## config.mk

```make
export PLATFORM = sky130hd
export DESIGN_NAME = hpdl_write_sequencer
export DESIGN_NICKNAME = d
export VERILOG_FILES = /design/src/rtl/hpdl_write_sequencer_pkg.sv /design/src/rtl/hpdl_write_sequencer_char_map.sv /design/src/rtl/hpdl_write_sequencer.sv
export SDC_FILE = /design/constraint.sdc
export NUM_CORES = 1
export LEC_CHECK = 0
export ABC_AREA = 1
export CAP_MARGIN = 20
export CORE_MARGIN = 2
export CORE_UTILIZATION = 45
export DETAILED_ROUTE_END_ITERATION = 12
export PLACE_DENSITY = 0.76
export SLEW_MARGIN = 25
export SYNTH_ARGS = -nofsm -noshare
export SYNTH_HDL_FRONTEND = slang
export SYNTH_SLANG_ARGS = --single-unit
```

## constraint.sdc

```tcl
create_clock -name CLK_i -period 5.1 [get_ports CLK_i]
set_input_delay 0.51 -clock CLK_i [delete_from_list [all_inputs] [get_ports CLK_i]]
set_output_delay 0.51 -clock CLK_i [all_outputs]
set_load 0.1 [all_outputs]
```

## src/rtl/hpdl_write_sequencer_pkg.sv

```systemverilog
// Shared types and constants for the HPDL-1414 write sequencer.
package hpdl_pkg;

  typedef enum logic [2:0] {
    ST_GAP,
    ST_FETCH,
    ST_LATCH,
    ST_SETUP,
    ST_STROBE,
    ST_HOLD
  } state_e;

  localparam logic [6:0] CH_SPACE   = 7'h20;
  localparam logic [6:0] CH_CARET   = 7'h5F;
  localparam int         NUM_PLACES = 16;

  function automatic int maxOf(input int a, input int b);
    return (a > b) ? a : b;
  endfunction

endpackage

```

## src/rtl/hpdl_write_sequencer_char_map.sv

```systemverilog
// Combinational byte-to-display-code map: printable range passes, lowercase folds to
// uppercase, everything else becomes a space; the caret overrides all of it.
module hpdl_char_map
  import hpdl_pkg::*;
(
  input  logic [7:0] i_char,
  input  logic       i_caret,
  output logic [6:0] o_char
);

  // Bits [7:5] identify the 32-code band: 001/010 printable, 011 lowercase.
  always_comb begin
    o_char = CH_SPACE;
    if (i_caret) begin
      o_char = CH_CARET;
    end else begin
      case (i_char[7:5])
        3'b001, 3'b010: o_char = i_char[6:0];
        3'b011:         o_char = {2'b10, i_char[4:0]};
        default:        o_char = CH_SPACE;
      endcase
    end
  end

endmodule

```

## src/rtl/hpdl_write_sequencer.sv

```systemverilog
// Scans a 16-entry character buffer and drives four HPDL-1414 displays with full
// setup/strobe/hold write cycles, all on the system clock, with a blinking caret overlay.
module hpdl_write_sequencer
  import hpdl_pkg::*;
#(
  parameter int SETUP_CYC  = 4,
  parameter int PULSE_CYC  = 8,
  parameter int HOLD_CYC   = 4,
  parameter int GAP_CYC    = 64,
  parameter int BLINK_BITS = 22
) (
  input  logic       CLK_i,
  input  logic       RST_N_i,
  input  logic       i_enable,
  input  logic       i_caret_en,
  input  logic [3:0] i_caret_pos,
  output logic       o_rd_en,
  output logic [3:0] o_rd_addr,
  input  logic [7:0] i_rd_data,
  output logic [6:0] o_hpdl_d,
  output logic [1:0] o_hpdl_a,
  output logic [3:0] o_hpdl_wr_n,
  output logic       o_frame_done
);

  localparam int PH_MAX = maxOf(maxOf(SETUP_CYC, PULSE_CYC), maxOf(HOLD_CYC, GAP_CYC));
  localparam int PH_W   = (PH_MAX > 1) ? $clog2(PH_MAX) : 1;

  localparam logic [PH_W-1:0] SETUP_LAST = PH_W'(SETUP_CYC - 1);
  localparam logic [PH_W-1:0] PULSE_LAST = PH_W'(PULSE_CYC - 1);
  localparam logic [PH_W-1:0] HOLD_LAST  = PH_W'(HOLD_CYC - 1);
  localparam logic [PH_W-1:0] GAP_LAST   = PH_W'(GAP_CYC - 1);
  localparam logic [3:0]      LAST_PLACE = 4'(NUM_PLACES - 1);

  state_e                r_state;
  state_e                w_stateNext;
  logic [PH_W-1:0]       r_phase;
  logic [PH_W-1:0]       w_phaseNext;
  logic                  w_phaseLast;
  logic [3:0]            r_place;
  logic [BLINK_BITS-1:0] r_blink;
  logic                  r_rdEn;
  logic [3:0]            r_wrN;
  logic [6:0]            r_d;
  logic [1:0]            r_a;
  logic                  r_frameDone;
  logic                  w_caret;
  logic [6:0]            w_mapped;

  assign w_caret = i_caret_en && (i_caret_pos == r_place) && r_blink[BLINK_BITS-1];

  hpdl_char_map u_charMap (
    .i_char  (i_rd_data),
    .i_caret (w_caret),
    .o_char  (w_mapped)
  );

  // One shared phase counter times every multi-cycle state; it clears on each transition
  // and saturates in GAP so a disabled sequencer can restart immediately.
  always_comb begin
    w_stateNext = r_state;
    w_phaseNext = r_phase;
    w_phaseLast = 1'b1;
    case (r_state)
      ST_GAP:    w_phaseLast = (r_phase == GAP_LAST);
      ST_SETUP:  w_phaseLast = (r_phase == SETUP_LAST);
      ST_STROBE: w_phaseLast = (r_phase == PULSE_LAST);
      ST_HOLD:   w_phaseLast = (r_phase == HOLD_LAST);
      default:   w_phaseLast = 1'b1;
    endcase
    case (r_state)
      ST_GAP:    if (w_phaseLast && i_enable) w_stateNext = ST_FETCH;
      ST_FETCH:  w_stateNext = ST_LATCH;
      ST_LATCH:  w_stateNext = ST_SETUP;
      ST_SETUP:  if (w_phaseLast) w_stateNext = ST_STROBE;
      ST_STROBE: if (w_phaseLast) w_stateNext = ST_HOLD;
      ST_HOLD:   if (w_phaseLast) w_stateNext = (r_place == LAST_PLACE) ? ST_GAP : ST_FETCH;
      default:   w_stateNext = ST_GAP;
    endcase
    if (w_stateNext != r_state) begin
      w_phaseNext = '0;
    end else if (!w_phaseLast) begin
      w_phaseNext = r_phase + 1'b1;
    end
  end

  always_ff @(posedge CLK_i or negedge RST_N_i) begin
    if (!RST_N_i) begin
      r_state <= ST_GAP;
      r_phase <= '0;
    end else begin
      r_state <= w_stateNext;
      r_phase <= w_phaseNext;
    end
  end

  // Display-facing outputs are registered from the next state so the pins never glitch.
  always_ff @(posedge CLK_i or negedge RST_N_i) begin
    if (!RST_N_i) begin
      r_place     <= 4'd0;
      r_blink     <= '0;
      r_rdEn      <= 1'b0;
      r_wrN       <= 4'b1111;
      r_d         <= 7'd0;
      r_a         <= 2'b11;
      r_frameDone <= 1'b0;
    end else begin
      r_blink     <= r_blink + 1'b1;
      r_rdEn      <= (w_stateNext == ST_FETCH);
      r_wrN       <= (w_stateNext == ST_STROBE) ? ~(4'b0001 << r_place[3:2]) : 4'b1111;
      r_frameDone <= (r_state == ST_HOLD) && w_phaseLast && (r_place == LAST_PLACE);
      if (r_state == ST_LATCH) begin
        r_d <= w_mapped;
        r_a <= ~r_place[1:0];
      end
      if ((r_state == ST_HOLD) && w_phaseLast) begin
        r_place <= r_place + 4'd1;
      end
    end
  end

  assign o_rd_en      = r_rdEn;
  assign o_rd_addr    = r_place;
  assign o_hpdl_d     = r_d;
  assign o_hpdl_a     = r_a;
  assign o_hpdl_wr_n  = r_wrN;
  assign o_frame_done = r_frameDone;

endmodule

```

==> run metrics <==
Worst Setup End Kind primary output; fin area 2985 um^2; WS Path Type reg2out; commonest non-fill, non-tap cells in the layout 51 x nand2_1, 44 x dfrtp_1, 33 x clkdlybuf4s50_1; Chip Height 78.37 um; Bufs and invs on worst path 1; Finish-stage setup viols 0; wire per inst 11.15 um; sequential area share after synthesis 0.5058; setup tns final 0 ns; Synth cell types 32; Area Growth Syn to Fin 19.96%; CTS Hold Buffers Added 0; Reg2Reg Depth 7; Mapped Nets 287; status finished clean; #FFs+latches synth 50; gr usage total 0.1541; cell count after synthesis 268; Synth Cell Area 2489 um^2; CTS max path bufs 2; r2r endpoint r_blink[16]; pin count of the biggest net entering global routing 51; Slew headroom 0.3448; Worst R2R Setup Slack 3.11 ns; # DRC 0; routed vias/inst 4.850; synth warn 0; Pre-antenna DRT Iters 4; area post-placement 2898 um^2; H-tree levels 2; Max Cap Viol 0; Peak supply drop 0.1385 mV; Initial Utilization 0.4576; Hold WS 0.1975 ns; Net count, final 325; global route total overflow 0; Final HPWL DP 3.203 mm; Final Critical Period 2.553 ns; Arr. time, crit path 2.04 ns; I/O Pins 35; Ant. Diodes 0; Pleak 1.430 nW; Final Hold Violating Endpoints 0; IO Port Bufs 34; top fanout value on the critical path 8; DRT iter0 DRCs 160; max-slew violation count 0; ratio of final minimum period to clock period 0.5006; commonest non-fill, non-tap cell in the layout nand2_1; die area 6141 um^2; CP Launch Type flop; Avg Cell Area, Syn 9.286 um^2; clk_lat worst skew 0.31 ns; RSZ-0062 raised after global routing false; number of gates resized after cts 0; number of global-route vias before repair 1796; routed wire length 4.225 mm; crit path cell chain clkdlybuf4s50_1; die width 78.37 um; initial antenna violation count 0; layout cell share with drive strength beyond 1 0.1433; Max Fclk 0.3917 GHz; PD cells 226.8 nW/um^2; Slowest-stage cell, CP clkdlybuf4s50_1; Root Buffer clkbuf_8; Worst-path clk slew 0.09 ns; Post-CTS Setup Bufs 0; Clock Skew 0.01094 ns; Post-DRT Antenna Nets 0; total CTS buffers 5; Hold Crit Class in2async; Worst Tran Pin Value 0.9798 ns; TritonCTS Sinks 50; Worst path max stage delay 1.20 ns; first-pass GRT wire length 7.665 mm; gpl congestion 0.8119; CP top delay family buffers and inverters; row count 27; Crit path required time 4.59 ns; Critical R2R Launch r_blink[0]; core area 5439 um^2; vias 1838; CTS tree done
-- flip-flops by register name (all words and copies together) (netlist names) --
name and cells:
o_hpdl_a 2, o_hpdl_d 7, o_rd_en 1, r_phase 6, o_hpdl_wr_n 4, o_rd_addr 4, r_blink 22, o_frame_done 1
r_state 3
-- worst max-delay path by stage --
stage / startpoint / endpoint / slack (ns) / cells past startpoint
after floorplan: o_rd_addr[2] / o_hpdl_d[5] / 2.96 / 6
after detailed placement: o_rd_addr[2] / o_rd_addr[2] / 2.89 / 1
after CTS: o_rd_addr[2] / o_rd_addr[2] / 2.53 / 1
final: o_rd_addr[2] / o_rd_addr[2] / 2.55 / 1
after global placement: o_rd_addr[2] / o_rd_addr[2] / 2.90 / 1
after global routing: o_rd_addr[2] / o_rd_addr[2] / 2.48 / 1
-- area by class of cell --
cell class	instances	area [um^2]
Tap cell	72	90.09
Multi-Input combinational cell	181	1084
Timing Repair Buffer	34	337.8
Clock buffer	5	68.82
Sequential cell	50	1259
Inverter	34	127.6
Clock inverter	3	18.77
Fill cell	468	2454
-- cells in the mapped netlist --
cell type / number / share of area
nand2_1: 51 / 0.077
dfrtp_1: 44 / 0.44
inv_1: 32 / 0.048
nor2_1: 23 / 0.035
xor2_1: 18 / 0.063
nand3_1: 12 / 0.024
nand4_1: 11 / 0.028
o21ai_0: 9 / 0.018
a21oi_1: 7 / 0.014
xnor2_1: 7 / 0.025
dfstp_2: 6 / 0.063
nand2_2: 5 / 0.013
nor3_1: 5 / 0.010
nand3_2: 4 / 0.016
nor2_2: 4 / 0.010
ha_1: 3 / 0.015
nand2_4: 3 / 0.014
nor2_4: 3 / 0.014
nor4_1: 3 / 0.0075
clkbuf_1: 2 / 0.0030
inv_2: 2 / 0.0030
nor4_2: 2 / 0.010
o21ai_1: 2 / 0.0040
xor2_2: 2 / 0.013
a21oi_2: 1 / 0.0035
and3_1: 1 / 0.0025
buf_6: 1 / 0.0045
nand4_4: 1 / 0.0085
o211ai_1: 1 / 0.0030
or2_1: 1 / 0.0025
or2_2: 1 / 0.0025
or2_4: 1 / 0.0035
-- metrics by stage --
stage,utilization,setup slack [ns],power [mW],cells
after floorplan,-,2.962,0.4348,268
after global placement,0.5323,2.903,0.4607,371
after detailed placement,0.5328,2.886,0.4613,371
after CTS,0.5489,2.529,0.6893,379
after global routing,0.5489,2.483,0.7061,379
final,0.5489,2.547,0.6772,379
-- cell families after synthesis --
family / after synthesis / share of synthesized area
AND/OR/NAND/NOR: 131 / 0.2765
XOR/XNOR: 27 / 0.1011
flip-flops: 50 / 0.5058
AO/OA/AOI/OAI: 20 / 0.04273
adder cells (fa/ha/maj): 3 / 0.01508
buffers and inverters: 37 / 0.05883
-- metal layers --
metal | routed length (um) | GRT usage | vias up
li1 | - | - | 926
met4 | 39 | 0.03684 | 0
met2 | 2047 | 0.2621 | 37
met5 | 0 | 0 | -
met1 | 1957 | 0.1998 | 872
met3 | 180 | 0.03678 | 3
-- power by group --
group          internal [mW]  leakage, nW  total [mW]  switching (mW)
Sequential             0.399        0.631       0.401         0.00158
Combinational         0.0173        0.751      0.0520          0.0347
Clock                 0.0966       0.0483       0.224           0.128
Total                  0.513         1.43       0.677           0.164
No activity file was read; power rests on OpenSTA's default activity.
